$ cat src/rtl/rf_wport_arbiter_if.sv
// rtl/rf_wport_arbiter_if.sv - pipe/aux request, RF write and trace bundle for rf_wport_arbiter
interface rf_wport_arbiter_if;
   logic        pipe_valid;
   logic        pipe_ready;
   logic        pipe_we;
   logic [4:0]  pipe_waddr;
   logic [31:0] pipe_wdata;
   logic [31:0] pipe_pc;
   logic        aux_valid;
   logic        aux_ready;
   logic [4:0]  aux_waddr;
   logic [31:0] aux_wdata;
   logic        rf_we;
   logic [4:0]  rf_waddr;
   logic [31:0] rf_wdata;
   logic [31:0] aux_pend_mask;
   logic [31:0] debug_wb_pc;
   logic [3:0]  debug_wb_rf_we;
   logic [4:0]  debug_wb_rf_wnum;
   logic [31:0] debug_wb_rf_wdata;

   modport slave (
      input  pipe_valid, pipe_we, pipe_waddr, pipe_wdata, pipe_pc,
      input  aux_valid, aux_waddr, aux_wdata,
      output pipe_ready, aux_ready,
      output rf_we, rf_waddr, rf_wdata, aux_pend_mask,
      output debug_wb_pc, debug_wb_rf_we, debug_wb_rf_wnum, debug_wb_rf_wdata
   );

   modport master (
      output pipe_valid, pipe_we, pipe_waddr, pipe_wdata, pipe_pc,
      output aux_valid, aux_waddr, aux_wdata,
      input  pipe_ready, aux_ready,
      input  rf_we, rf_waddr, rf_wdata, aux_pend_mask,
      input  debug_wb_pc, debug_wb_rf_we, debug_wb_rf_wnum, debug_wb_rf_wdata
   );
endinterface

$ cat src/rtl/rf_wport_arbiter.sv
// rtl/rf_wport_arbiter.sv - GPR write-port arbiter: pipe priority, queued aux results, starvation guard
// Optional RF_WPORT_PEND_EN builds the per-GPR pending mask for queued aux writes.
module rf_wport_arbiter #(
   parameter int AUX_DEPTH  = 2,
   parameter int STARVE_MAX = 4
) (
   input  logic                clk,
   input  logic                resetn,
   rf_wport_arbiter_if.slave   bus
);

   localparam int PW = $clog2(AUX_DEPTH);
   localparam int CW = $clog2(STARVE_MAX + 1);

   logic [4:0]    fifo_waddr [AUX_DEPTH];
   logic [31:0]   fifo_wdata [AUX_DEPTH];
   logic [PW:0]   wr_ptr;
   logic [PW:0]   rd_ptr;
   logic [PW-1:0] wr_idx;
   logic [PW-1:0] rd_idx;
   logic          empty;
   logic          full;
   logic          push;
   logic          pipe_wr;
   logic          aux_grant;
   logic          pipe_accept;
   logic [CW-1:0] starve_cnt;
   logic          starved;

   logic          rf_we_q;
   logic [4:0]    rf_waddr_q;
   logic [31:0]   rf_wdata_q;
   logic [31:0]   wb_pc_q;

   assign wr_idx      = wr_ptr[PW-1:0];
   assign rd_idx      = rd_ptr[PW-1:0];
   assign empty       = (wr_ptr == rd_ptr);
   assign full        = (wr_idx == rd_idx) && (wr_ptr[PW] != rd_ptr[PW]);
   assign starved     = (starve_cnt == CW'(STARVE_MAX));

   // Grant looks only at registered FIFO state, so a same-cycle push is never bypassed.
   assign pipe_wr     = bus.pipe_valid & bus.pipe_we;
   assign aux_grant   = ~empty & (~pipe_wr | starved);
   assign pipe_accept = bus.pipe_valid & ~(aux_grant & pipe_wr);
   assign push        = bus.aux_valid & ~full;

   assign bus.pipe_ready = ~(aux_grant & pipe_wr);
   assign bus.aux_ready  = ~full;

   always_ff @(posedge clk or negedge resetn) begin
      if (!resetn) begin
         wr_ptr <= '0;
         rd_ptr <= '0;
         for (int i = 0; i < AUX_DEPTH; i++) begin
            fifo_waddr[i] <= '0;
            fifo_wdata[i] <= '0;
         end
      end else begin
         if (push) begin
            fifo_waddr[wr_idx] <= bus.aux_waddr;
            fifo_wdata[wr_idx] <= bus.aux_wdata;
            wr_ptr             <= wr_ptr + 1'b1;
         end
         if (aux_grant) begin
            rd_ptr <= rd_ptr + 1'b1;
         end
      end
   end

   // Counts consecutive pipe wins only while aux work is waiting.
   always_ff @(posedge clk or negedge resetn) begin
      if (!resetn) begin
         starve_cnt <= '0;
      end else if (empty || aux_grant) begin
         starve_cnt <= '0;
      end else if (pipe_wr && !starved) begin
         starve_cnt <= starve_cnt + 1'b1;
      end
   end

   always_ff @(posedge clk or negedge resetn) begin
      if (!resetn) begin
         rf_we_q    <= 1'b0;
         rf_waddr_q <= '0;
         rf_wdata_q <= '0;
         wb_pc_q    <= '0;
      end else if (aux_grant) begin
         rf_we_q    <= (fifo_waddr[rd_idx] != 5'd0);
         rf_waddr_q <= fifo_waddr[rd_idx];
         rf_wdata_q <= fifo_wdata[rd_idx];
         wb_pc_q    <= 32'hFFFF_FFFF;
      end else if (pipe_accept) begin
         wb_pc_q <= bus.pipe_pc;
         if (pipe_wr) begin
            rf_we_q    <= (bus.pipe_waddr != 5'd0);
            rf_waddr_q <= bus.pipe_waddr;
            rf_wdata_q <= bus.pipe_wdata;
         end else begin
            rf_we_q <= 1'b0;
         end
      end else begin
         rf_we_q <= 1'b0;
      end
   end

   assign bus.rf_we             = rf_we_q;
   assign bus.rf_waddr          = rf_waddr_q;
   assign bus.rf_wdata          = rf_wdata_q;
   assign bus.debug_wb_pc       = wb_pc_q;
   assign bus.debug_wb_rf_we    = {4{rf_we_q}};
   assign bus.debug_wb_rf_wnum  = rf_waddr_q;
   assign bus.debug_wb_rf_wdata = rf_wdata_q;

`ifdef RF_WPORT_PEND_EN
   logic [PW:0]   occupancy;
   logic [PW-1:0] slot;
   logic [31:0]   pend;

   assign occupancy = wr_ptr - rd_ptr;

   always_comb begin
      pend = '0;
      slot = '0;
      for (int i = 0; i < AUX_DEPTH; i++) begin
         slot = rd_idx + PW'(i);
         if ((PW+1)'(i) < occupancy) begin
            pend[fifo_waddr[slot]] = 1'b1;
         end
      end
      pend[0] = 1'b0;
   end

   assign bus.aux_pend_mask = pend;
`else
   assign bus.aux_pend_mask = 32'h0;
`endif

endmodule

$ cat src/flat_wrapper.sv
// flat-port wrapper written by rule: the top's interface ports become plain ports
module rf_wport_arbiter_flat 
#(
   parameter int AUX_DEPTH  = 2,
   parameter int STARVE_MAX = 4
)
  (clk, resetn, bus_pipe_valid, bus_pipe_we, bus_pipe_waddr, bus_pipe_wdata, bus_pipe_pc, bus_aux_valid, bus_aux_waddr, bus_aux_wdata, bus_pipe_ready, bus_aux_ready, bus_rf_we, bus_rf_waddr, bus_rf_wdata, bus_aux_pend_mask, bus_debug_wb_pc, bus_debug_wb_rf_we, bus_debug_wb_rf_wnum, bus_debug_wb_rf_wdata);
  rf_wport_arbiter_if bus_i ();
  input  logic clk;
  input  logic resetn;
  input wire logic [$bits(bus_i.pipe_valid)-1:0] bus_pipe_valid;
  input wire logic [$bits(bus_i.pipe_we)-1:0] bus_pipe_we;
  input wire logic [$bits(bus_i.pipe_waddr)-1:0] bus_pipe_waddr;
  input wire logic [$bits(bus_i.pipe_wdata)-1:0] bus_pipe_wdata;
  input wire logic [$bits(bus_i.pipe_pc)-1:0] bus_pipe_pc;
  input wire logic [$bits(bus_i.aux_valid)-1:0] bus_aux_valid;
  input wire logic [$bits(bus_i.aux_waddr)-1:0] bus_aux_waddr;
  input wire logic [$bits(bus_i.aux_wdata)-1:0] bus_aux_wdata;
  output wire logic [$bits(bus_i.pipe_ready)-1:0] bus_pipe_ready;
  output wire logic [$bits(bus_i.aux_ready)-1:0] bus_aux_ready;
  output wire logic [$bits(bus_i.rf_we)-1:0] bus_rf_we;
  output wire logic [$bits(bus_i.rf_waddr)-1:0] bus_rf_waddr;
  output wire logic [$bits(bus_i.rf_wdata)-1:0] bus_rf_wdata;
  output wire logic [$bits(bus_i.aux_pend_mask)-1:0] bus_aux_pend_mask;
  output wire logic [$bits(bus_i.debug_wb_pc)-1:0] bus_debug_wb_pc;
  output wire logic [$bits(bus_i.debug_wb_rf_we)-1:0] bus_debug_wb_rf_we;
  output wire logic [$bits(bus_i.debug_wb_rf_wnum)-1:0] bus_debug_wb_rf_wnum;
  output wire logic [$bits(bus_i.debug_wb_rf_wdata)-1:0] bus_debug_wb_rf_wdata;
  assign bus_i.pipe_valid = bus_pipe_valid;
  assign bus_i.pipe_we = bus_pipe_we;
  assign bus_i.pipe_waddr = bus_pipe_waddr;
  assign bus_i.pipe_wdata = bus_pipe_wdata;
  assign bus_i.pipe_pc = bus_pipe_pc;
  assign bus_i.aux_valid = bus_aux_valid;
  assign bus_i.aux_waddr = bus_aux_waddr;
  assign bus_i.aux_wdata = bus_aux_wdata;
  assign bus_pipe_ready = bus_i.pipe_ready;
  assign bus_aux_ready = bus_i.aux_ready;
  assign bus_rf_we = bus_i.rf_we;
  assign bus_rf_waddr = bus_i.rf_waddr;
  assign bus_rf_wdata = bus_i.rf_wdata;
  assign bus_aux_pend_mask = bus_i.aux_pend_mask;
  assign bus_debug_wb_pc = bus_i.debug_wb_pc;
  assign bus_debug_wb_rf_we = bus_i.debug_wb_rf_we;
  assign bus_debug_wb_rf_wnum = bus_i.debug_wb_rf_wnum;
  assign bus_debug_wb_rf_wdata = bus_i.debug_wb_rf_wdata;
  rf_wport_arbiter #(.AUX_DEPTH(AUX_DEPTH), .STARVE_MAX(STARVE_MAX)) u_core (.clk(clk), .resetn(resetn), .bus(bus_i));
endmodule
$ cat config.mk
export PLATFORM = sky130hd
export DESIGN_NAME = rf_wport_arbiter_flat
export DESIGN_NICKNAME = d
export VERILOG_FILES = /design/src/rtl/rf_wport_arbiter_if.sv /design/src/rtl/rf_wport_arbiter.sv /design/src/flat_wrapper.sv
export SDC_FILE = /design/constraint.sdc
export NUM_CORES = 1
export LEC_CHECK = 0
export CORE_MARGIN = 2
export CORE_UTILIZATION = 45
export DETAILED_ROUTE_END_ITERATION = 7
export PLACE_DENSITY = 0.78
export SYNTH_ARGS = -nofsm -noshare
export SYNTH_HDL_FRONTEND = slang
export SYNTH_SLANG_ARGS = --single-unit
$ cat constraint.sdc
create_clock -name clk -period 2.8 [get_ports clk]
set_input_delay 0.84 -clock clk [delete_from_list [all_inputs] [get_ports clk]]
set_output_delay 0.84 -clock clk [all_outputs]
set_load 0.005 [all_outputs]
==> results by group, run 1 <==
Routing
  • Initial DRC count: 204
  • Final wirelength: 16,500 um
  • WL per Instance: 16.7 um
  • Mean number of vias per cell: 4.96
  • DR DRC count: 0
  • Vias after detailed routing: 4,912
  • Router iterations before antenna repair: 6
  • Post-route ant nets: 0

Yosys
  • Syn Std Cell Area: 7210 um^2
  • Unique masters post-synth: 35
  • FF+latch count, synth: 151
  • Post-synthesis cell count: 580
  • Post-synthesis sequential area ratio: 0.524
  • YS warnings: 0
  • Avg Inst Size Synth: 12.4 um^2

Finish
  • Fillers: 1,215
  • Layout cells sized above 1: 0.176
  • Area growth syn-to-layout: 38.3%
  • Non-filler cells, final: 990
  • Multi-input gate area: 2720 um^2
  • Nets@finish: 874
  • Antenna cells: 0
  • Sequential cell area: 3780 um^2

STA
  • Fmax achieved: 0.371 GHz
  • Final Skew: 0.00633 ns
  • Min Tclk post-route: 2.70 ns
  • Final hold vios: 0
  • Worst-margin pin slew: 0.782 ns
  • Setup violators final: 0
  • Max-slew violation count: 0
  • RSZ-0062 raised after global routing: false
  • Worst rel slew slack: 0.479
  • Tcrit/Tclk final: 0.964
  • Worst hold slack: 0.384 ns

Global route
  • All-Layer GR Usage: 0.198
  • Initial antenna violation count: 0
  • Largest net degree at the start of global routing: 73
  • First-pass GRT wire length: 26,000 um
  • Overflow after GRT: 0
  • Vias in the first global route: 5,061

Clock tree
  • CTS tree: done
  • CTS root buf: clkbuf_16
  • Clock transition at the registers of the reported paths: 0.06 ns
  • Worst-Skew Late Latency: 0.42 ns
  • H-tree depth: 4
  • Post-CTS setup buffer count: 0
  • Sinks on Clock Net: 151
  • Number of buffers on the longest clock path: 2
  • Total CTS buffers: 17

Worst setup path
  • Crit path required time: 1.96 ns
  • WP buf/inv: 2
  • Worst path slowest cell: clkdlybuf4s50_1
  • Most Frequent Cell on Critical Path: nand2_1
  • Reg2reg start: u_core.wr_ptr[1]
  • Top delay family on crit path: buffers and inverters
  • Worst Path Max Fanout: 2
  • CP endpoint kind: primary output
  • Critical Path AT: 1.86 ns
  • Reg-to-reg setup timing slack: 0.51 ns
  • Worst-path cell chain: clkdlybuf4s50_1 > nand2_1 > o22a_2 > nand2_1 > dlygate4sd2_1
  • CP peak stage delay: 0.47 ns
  • FF-to-FF path depth: 5
  • Crit Path Class: input port to primary output
  • CP startpoint kind: input port
  • Worst R2R End: u_core.bus.debug_wb_rf_wnum[4]

Floorplan
  • Die Outline Area: 17,100 um^2
  • # rows: 46
  • Die H: 131 um
  • Starting Density: 0.457
  • I/O pin cnt: 256
  • Die width: 131 um
  • Core ar.: 15,800 um^2

Hold path
  • Tightest Hold Check Type: input port to asynchronous set/reset pin

Power and ir drop
  • Switching power: 4.03 mW
  • Combinational share of power: 0.467
  • Total Power: 12.3 mW
  • Sequential fraction of design power: 0.326
  • Maximum vdd drop: 554 uV
  • LEAKAGE: 4.40 nW
  • Switching portion of total power: 0.328
  • Clk pwr share: 0.207
  • PwrDens: 1230 nW/um^2
  • Power Internal: 8.25 mW

Place
  • GP Congestion: 0.767
  • Post-DP HPWL: 11,600 um
  • # port buffers: 223
  • Dpl cells: 958

Job
  • Max-capacitance violation count: 0

Run status
  • Outcome: finished, final reports clean
-- per-stage QoR --
| step | cell area (um^2) | setup WS, ns | utilization | TNS (ns) |
|---|---|---|---|---|
| floorplan | 7330 | 0.212 | - | 0 |
| global placement | 9300 | -0.163 | 0.590 | -0.163 |
| detailed placement | 9300 | -0.175 | 0.590 | -0.175 |
| CTS | 9980 | 0.0328 | 0.633 | 0 |
| global route | 9980 | 0.0142 | 0.633 | 0 |
| finish | 9980 | 0.101 | 0.633 | 0 |
-- cells by family after synthesis --
kind of cell,synth area share
flops,0.524
fa+ha+maj,0.00347
simple gates,0.0581
xor+xnor,0.0121
compound gates,0.0552
other cells,0.000520
buf+inv,0.120
mux,0.227
-- layout make-up --
type,instances,share of cell area
inverter,36,0.0135
sequential,151,0.379
timing repair buffer,239,0.242
clock buffer,21,0.0471
multi-input combinational,316,0.272
tap,216,0.0271
clock inverter,11,0.0196
-- worst register-to-register path: stages, from the launching register on --
cell and delay [ns]:
dfrtp_1 0.45, xor2_4 0.36, o22a_2 0.23, buf_4 0.61, nor2_1 0.19, a221o_1 0.33
-- synth_stat cells --
cell	instances	share of area
nor3b_1	1	0.0010
o22a_1	1	0.0012
mux2_2	44	0.069
dfrtp_1	151	0.52
a21oi_1	2	0.0014
nor4_1	1	0.00087
nand2b_1	1	0.00087
buf_1	5	0.0026
buf_2	17	0.012
mux2i_1	69	0.096
buf_6	4	0.0062
and2_1	2	0.0017
inv_1	36	0.019
a221o_1	3	0.0042
or4_1	2	0.0021
xnor2_1	4	0.0049
nor3_1	36	0.025
nor3_2	1	0.0014
o21ai_0	1	0.00069
buf_4	73	0.076
clkbuf_1	9	0.0047
xor2_4	1	0.0038
mux2_4	30	0.062
o22ai_2	1	0.0017
o311ai_1	1	0.0012
xor2_2	1	0.0023
a221oi_2	4	0.0083
nor2_1	5	0.0026
a221oi_1	30	0.036
ha_1	2	0.0035
nand2_1	37	0.019
nand2b_2	1	0.0012
conb_1	1	0.00052
nand3b_1	2	0.0021
xor2_1	1	0.0012
-- repair_timing --
| item | 4_1_cts | 5_1_grt |
|---|---|---|
| gates resized for setup | 2 | 1 |
| setup endpoints to repair | 2 | 1 |
| hold buffers | 0 | 0 |
-- routing by layer --
layer,part of all wire,GRT usage
met2,0.50,0.341
met1,0.42,0.242
met5,0,0
met4,0.012,0.0613
met3,0.072,0.0570
-- state kept, by name (all words and copies together) (netlist names) --
name and cells:
u_core.wr_ptr 2, u_core.fifo_wdata 64, u_core.bus.rf_we 1, u_core.rd_ptr 2, u_core.bus.debug_wb_rf_wdata 32, u_core.starve_cnt 3, u_core.bus.debug_wb_rf_wnum 5, u_core.bus.debug_wb_pc 32
u_core.fifo_waddr 10
-- how the worst max path moves through the flow --
stage / from / endpoint / cells past startpoint
after CTS: u_core.wr_ptr[0] / bus_aux_ready / 3
after floorplan: bus_pipe_valid / bus_pipe_ready / 6
after global placement: bus_pipe_we / bus_pipe_ready / 5
after detailed placement: bus_pipe_we / bus_pipe_ready / 5
final: bus_pipe_we / bus_pipe_ready / 5
after global routing: u_core.wr_ptr[0] / bus_aux_ready / 3
-- cell usage in the layout, fill, tap and decap left out, types with 5 or more instances in the layout --
cell type and count:
nor3_1 36, buf_4 11, bufinv_16 5, buf_12 5
conb_1 32, mux2_2 44, mux2_4 30, nor2_1 5
dfrtp_1 149, clkdlybuf4s50_1 220, mux2i_1 69, clkbuf_16 17
a221oi_1 30, nand2_1 37, inv_1 36
-- power groups by stage --
stage	Sequential (mW)	Clock, mW	Combinational (mW)
finish	4.01	2.54	5.73
global placement	3.95	0	5.63
floorplan	3.87	0	3.77
global route	4.15	2.70	6.24
CTS	4.02	2.60	5.83
detailed placement	4.03	0	5.79
No activity file was read; power rests on OpenSTA's default activity.
==> inputs of run 2 (changes only) <==
--- a/config.mk
+++ b/config.mk
@@ -9,6 +9,7 @@
 export CORE_UTILIZATION = 45
 export DETAILED_ROUTE_END_ITERATION = 7
 export PLACE_DENSITY = 0.78
+export SLEW_MARGIN = 20
 export SYNTH_ARGS = -nofsm -noshare
 export SYNTH_HDL_FRONTEND = slang
 export SYNTH_SLANG_ARGS = --single-unit
==> results of run 2 <==
No change in the layout: final DEF, timing and power equal those of run 1.
==> inputs of run 3 (changes only) <==
--- a/config.mk
+++ b/config.mk
@@ -6,9 +6,9 @@
 export NUM_CORES = 1
 export LEC_CHECK = 0
 export CORE_MARGIN = 2
-export CORE_UTILIZATION = 45
+export CORE_UTILIZATION = 49
 export DETAILED_ROUTE_END_ITERATION = 7
-export PLACE_DENSITY = 0.78
+export PLACE_DENSITY = 0.84
 export SLEW_MARGIN = 20
 export SYNTH_ARGS = -nofsm -noshare
 export SYNTH_HDL_FRONTEND = slang
==> constraint.sdc (replaced) <==
create_clock -name clk -period 3.4 [get_ports clk]
set_input_delay 1.02 -clock clk [delete_from_list [all_inputs] [get_ports clk]]
set_output_delay 1.02 -clock clk [all_outputs]
set_load 0.005 [all_outputs]
==> results by group, run 3 (synthesis gave the netlist of run 1 again) <==
Worst setup path
  • CP startpoint kind: register (was input port)
  • Critical Path AT: 2.04 ns (was 1.86 ns)
  • Crit Path Class: register to primary output (was input port to primary output)
  • Worst-path cell chain: xor2_2 > o22a_2 > nand2_1 > clkdlybuf4s50_1 (was clkdlybuf4s50_1 > nand2_1 > o22a_2 > nand2_1 > dlygate4sd2_1)
  • Worst path slowest cell: xor2_2 (was clkdlybuf4s50_1)
  • Worst Path Max Fanout: 6 (was 2)
  • CP endpoint kind: primary output (unchanged)
  • CP peak stage delay: 0.44 ns (was 0.47 ns)
  • Crit path required time: 2.38 ns (was 1.96 ns)

STA
  • Tcrit/Tclk final: 0.900
  • Final hold vios: 0 (unchanged)
  • Max-slew violation count: 0 (unchanged)
  • Worst-margin pin slew: 0.804 ns (was 0.782 ns)
  • Setup TNS: 0 ns (unchanged)
  • Setup violators final: 0 (unchanged)
  • Final Skew: 0.0106 ns (was 0.00633 ns)
  • RSZ-0062 raised after global routing: false (unchanged)
  • Fmax achieved: 0.327 GHz
  • Worst rel slew slack: 0.464 (was 0.479)
  • Final WS setup: 0.339 ns (was 0.101 ns)
  • Min Tclk post-route: 3.06 ns

Floorplan
  • Die width: 125 um (was 131 um)
  • Die H: 125 um (was 131 um)
  • Core ar.: 14,500 um^2 (was 15,800 um^2)
  • I/O pin cnt: 256 (unchanged)
  • Starting Density: 0.498 (was 0.457)
  • Die Outline Area: 15,700 um^2 (was 17,100 um^2)
  • # rows: 44 (was 46)

Finish
  • Multi-input gate area: 2710 um^2 (was 2720 um^2)
  • Number of flip-flops in the largest register: 64 (unchanged)
  • Most common cell after layout, fill and taps aside: clkdlybuf4s50_1 (unchanged)
  • Nets@finish: 871 (was 874)
  • Layout cells sized above 1: 0.171 (was 0.176)
  • Sequential cell area: 3780 um^2 (about the same)
  • Util after Layout: 0.679 (was 0.633)
  • Finished Cell Area: 9840 um^2 (was 9980 um^2)
  • Area growth syn-to-layout: 36.4% (was 38.3%)
  • Top reg by flops: u_core.fifo_wdata (unchanged)
  • Fillers: 1,050 (was 1,215)
  • Antenna cells: 0 (unchanged)
  • Most frequent cells in the layout: clkdlybuf4s50_1 (220), dfrtp_1 (150), mux2i_1 (69), mux2_2 (44) (was clkdlybuf4s50_1 (220), dfrtp_1 (149), mux2i_1 (69), mux2_2 (44), nand2_1 (37))

Clock tree
  • H-tree depth: 4 (unchanged)
  • CTS root buf: clkbuf_16 (unchanged)
  • Total CTS buffers: 17 (unchanged)
  • CTS tree: done (unchanged)
  • Clock transition at the registers of the reported paths: 0.05 ns (was 0.06 ns)
  • Number of buffers on the longest clock path: 2 (unchanged)
  • Worst-Skew Late Latency: 0.41 ns (was 0.42 ns)
  • Sinks on Clock Net: 151 (unchanged)

Global route
  • Overflow after GRT: 0 (unchanged)
  • Initial antenna violation count: 0 (unchanged)
  • Largest net degree at the start of global routing: 73 (unchanged)
  • First-pass GRT wire length: 26,400 um (was 26,000 um)
  • All-Layer GR Usage: 0.209 (was 0.198)
  • Vias in the first global route: 5,133 (was 5,061)

Routing
  • Mean number of vias per cell: 5.12 (was 4.96)
  • Met2 WL: 8100 um (was 8250 um)
  • Initial DRC count: 196 (was 204)
  • Final wirelength: 16,100 um (was 16,500 um)
  • Wire length on met1: 6710 um (was 6920 um)
  • Top sig layer: met4 (unchanged)
  • DR DRC count: 0 (unchanged)
  • Router iterations before antenna repair: 4 (was 6)
  • WL per Instance: 16.9 um (was 16.7 um)
  • Routed wl met3: 1050 um (was 1180 um)
  • Post-route ant nets: 0 (unchanged)
  • Vias after detailed routing: 4,881 (was 4,912)

Power and ir drop
  • Maximum vdd drop: 545 uV (was 554 uV)
  • PwrDens: 1010 nW/um^2 (was 1230 nW/um^2)
  • LEAKAGE: 4.38 nW (was 4.40 nW)
  • Total Power: 9.89 mW (was 12.3 mW)

Place
  • Pre-CTS setup slack: 0.00562 ns (was -0.175 ns)
  • GP Congestion: 0.796 (was 0.767)
  • # port buffers: 223 (unchanged)
  • Post-DP HPWL: 11,100 um (was 11,600 um)
  • Area after DPL: 9230 um^2 (was 9300 um^2)

Run status
  • Outcome: finished, final reports clean (unchanged)

Hold path
  • Tightest Hold Check Type: register to register (was input port to asynchronous set/reset pin)

Job
  • Max-capacitance violation count: 0 (unchanged)
[run 3: cell count changes in the layout (fill, tap and decap cells not counted), moves of 2 or more]
| cell | before | now |
|---|---|---|
| clkinv_2 | 1 | 5 |
| buf_4 | 11 | 9 |
| clkinvlp_4 | 3 | 1 |
| bufinv_16 | 5 | 3 |
| clkinv_4 | 2 | 0 |
[run 3: final timing paths]
path | start | to | slack (ns) | cells past startpoint
hold reg to reg | u_core.starve_cnt[0] | u_core.starve_cnt[0] | 0.48 | 1
setup / recovery | u_core.wr_ptr[1] | bus_pipe_ready | 0.34 | 4
max in group asynchronous | resetn | u_core.fifo_wdata[0] | 2.20 | 2
hold / removal | u_core.starve_cnt[0] | u_core.starve_cnt[0] | 0.48 | 1
setup reg to reg | u_core.wr_ptr[1] | u_core.bus.debug_wb_rf_wnum[2] | 0.98 | 5
min in group asynchronous | resetn | u_core.fifo_wdata[37] | 0.54 | 1
[run 3: metal layers]
layer	global-route usage	vias to the layer above
met5	0	-
met4	0.0601	0
met3	0.0638	18
met2	0.358	181
met1	0.258	2414
li1	-	2268
[run 3: worst max-delay path: cells and delay by family (launching register included)]
kind | cells | cell delay (ns)
flops | 1 | 0.41
simple gates | 1 | 0.07
compound gates | 1 | 0.27
buf+inv | 1 | 0.44
xor+xnor | 1 | 0.44
[run 3: metrics by stage]
step           std cells  hold WS [ns]
6_report             954         0.478
5_1_grt              954         0.506
4_1_cts              954         0.481
3_5_place_dp         923         0.473
3_3_place_gp         923         0.452
2_1_floorplan        611         0.441
[run 3: cell type report]
class / instances / area share
Clock buffer: 22 / 0.0492
Sequential cell: 151 / 0.384
Inverter: 36 / 0.0137
Clock inverter: 9 / 0.0125
Tap cell: 184 / 0.0234
Timing Repair Buffer: 236 / 0.242
Multi-Input combinational cell: 316 / 0.275
[run 3: what timing repair did]
action	CTS	global route
buffers inserted	0	0
endpoints found under the hold margin	0	0
pin swaps	0	0
setup endpoints to repair	1	1
hold buffers	0	0
gates resized for setup	1	1
[run 3: where the power goes]
| group | switching (mW) | internal, mW | total [mW] |
|---|---|---|---|
| logic | 1.98 | 2.70 | 4.68 |
| clock network | 0.684 | 1.22 | 1.91 |
| registers | 0.596 | 2.71 | 3.30 |
| total | 3.26 | 6.63 | 9.89 |
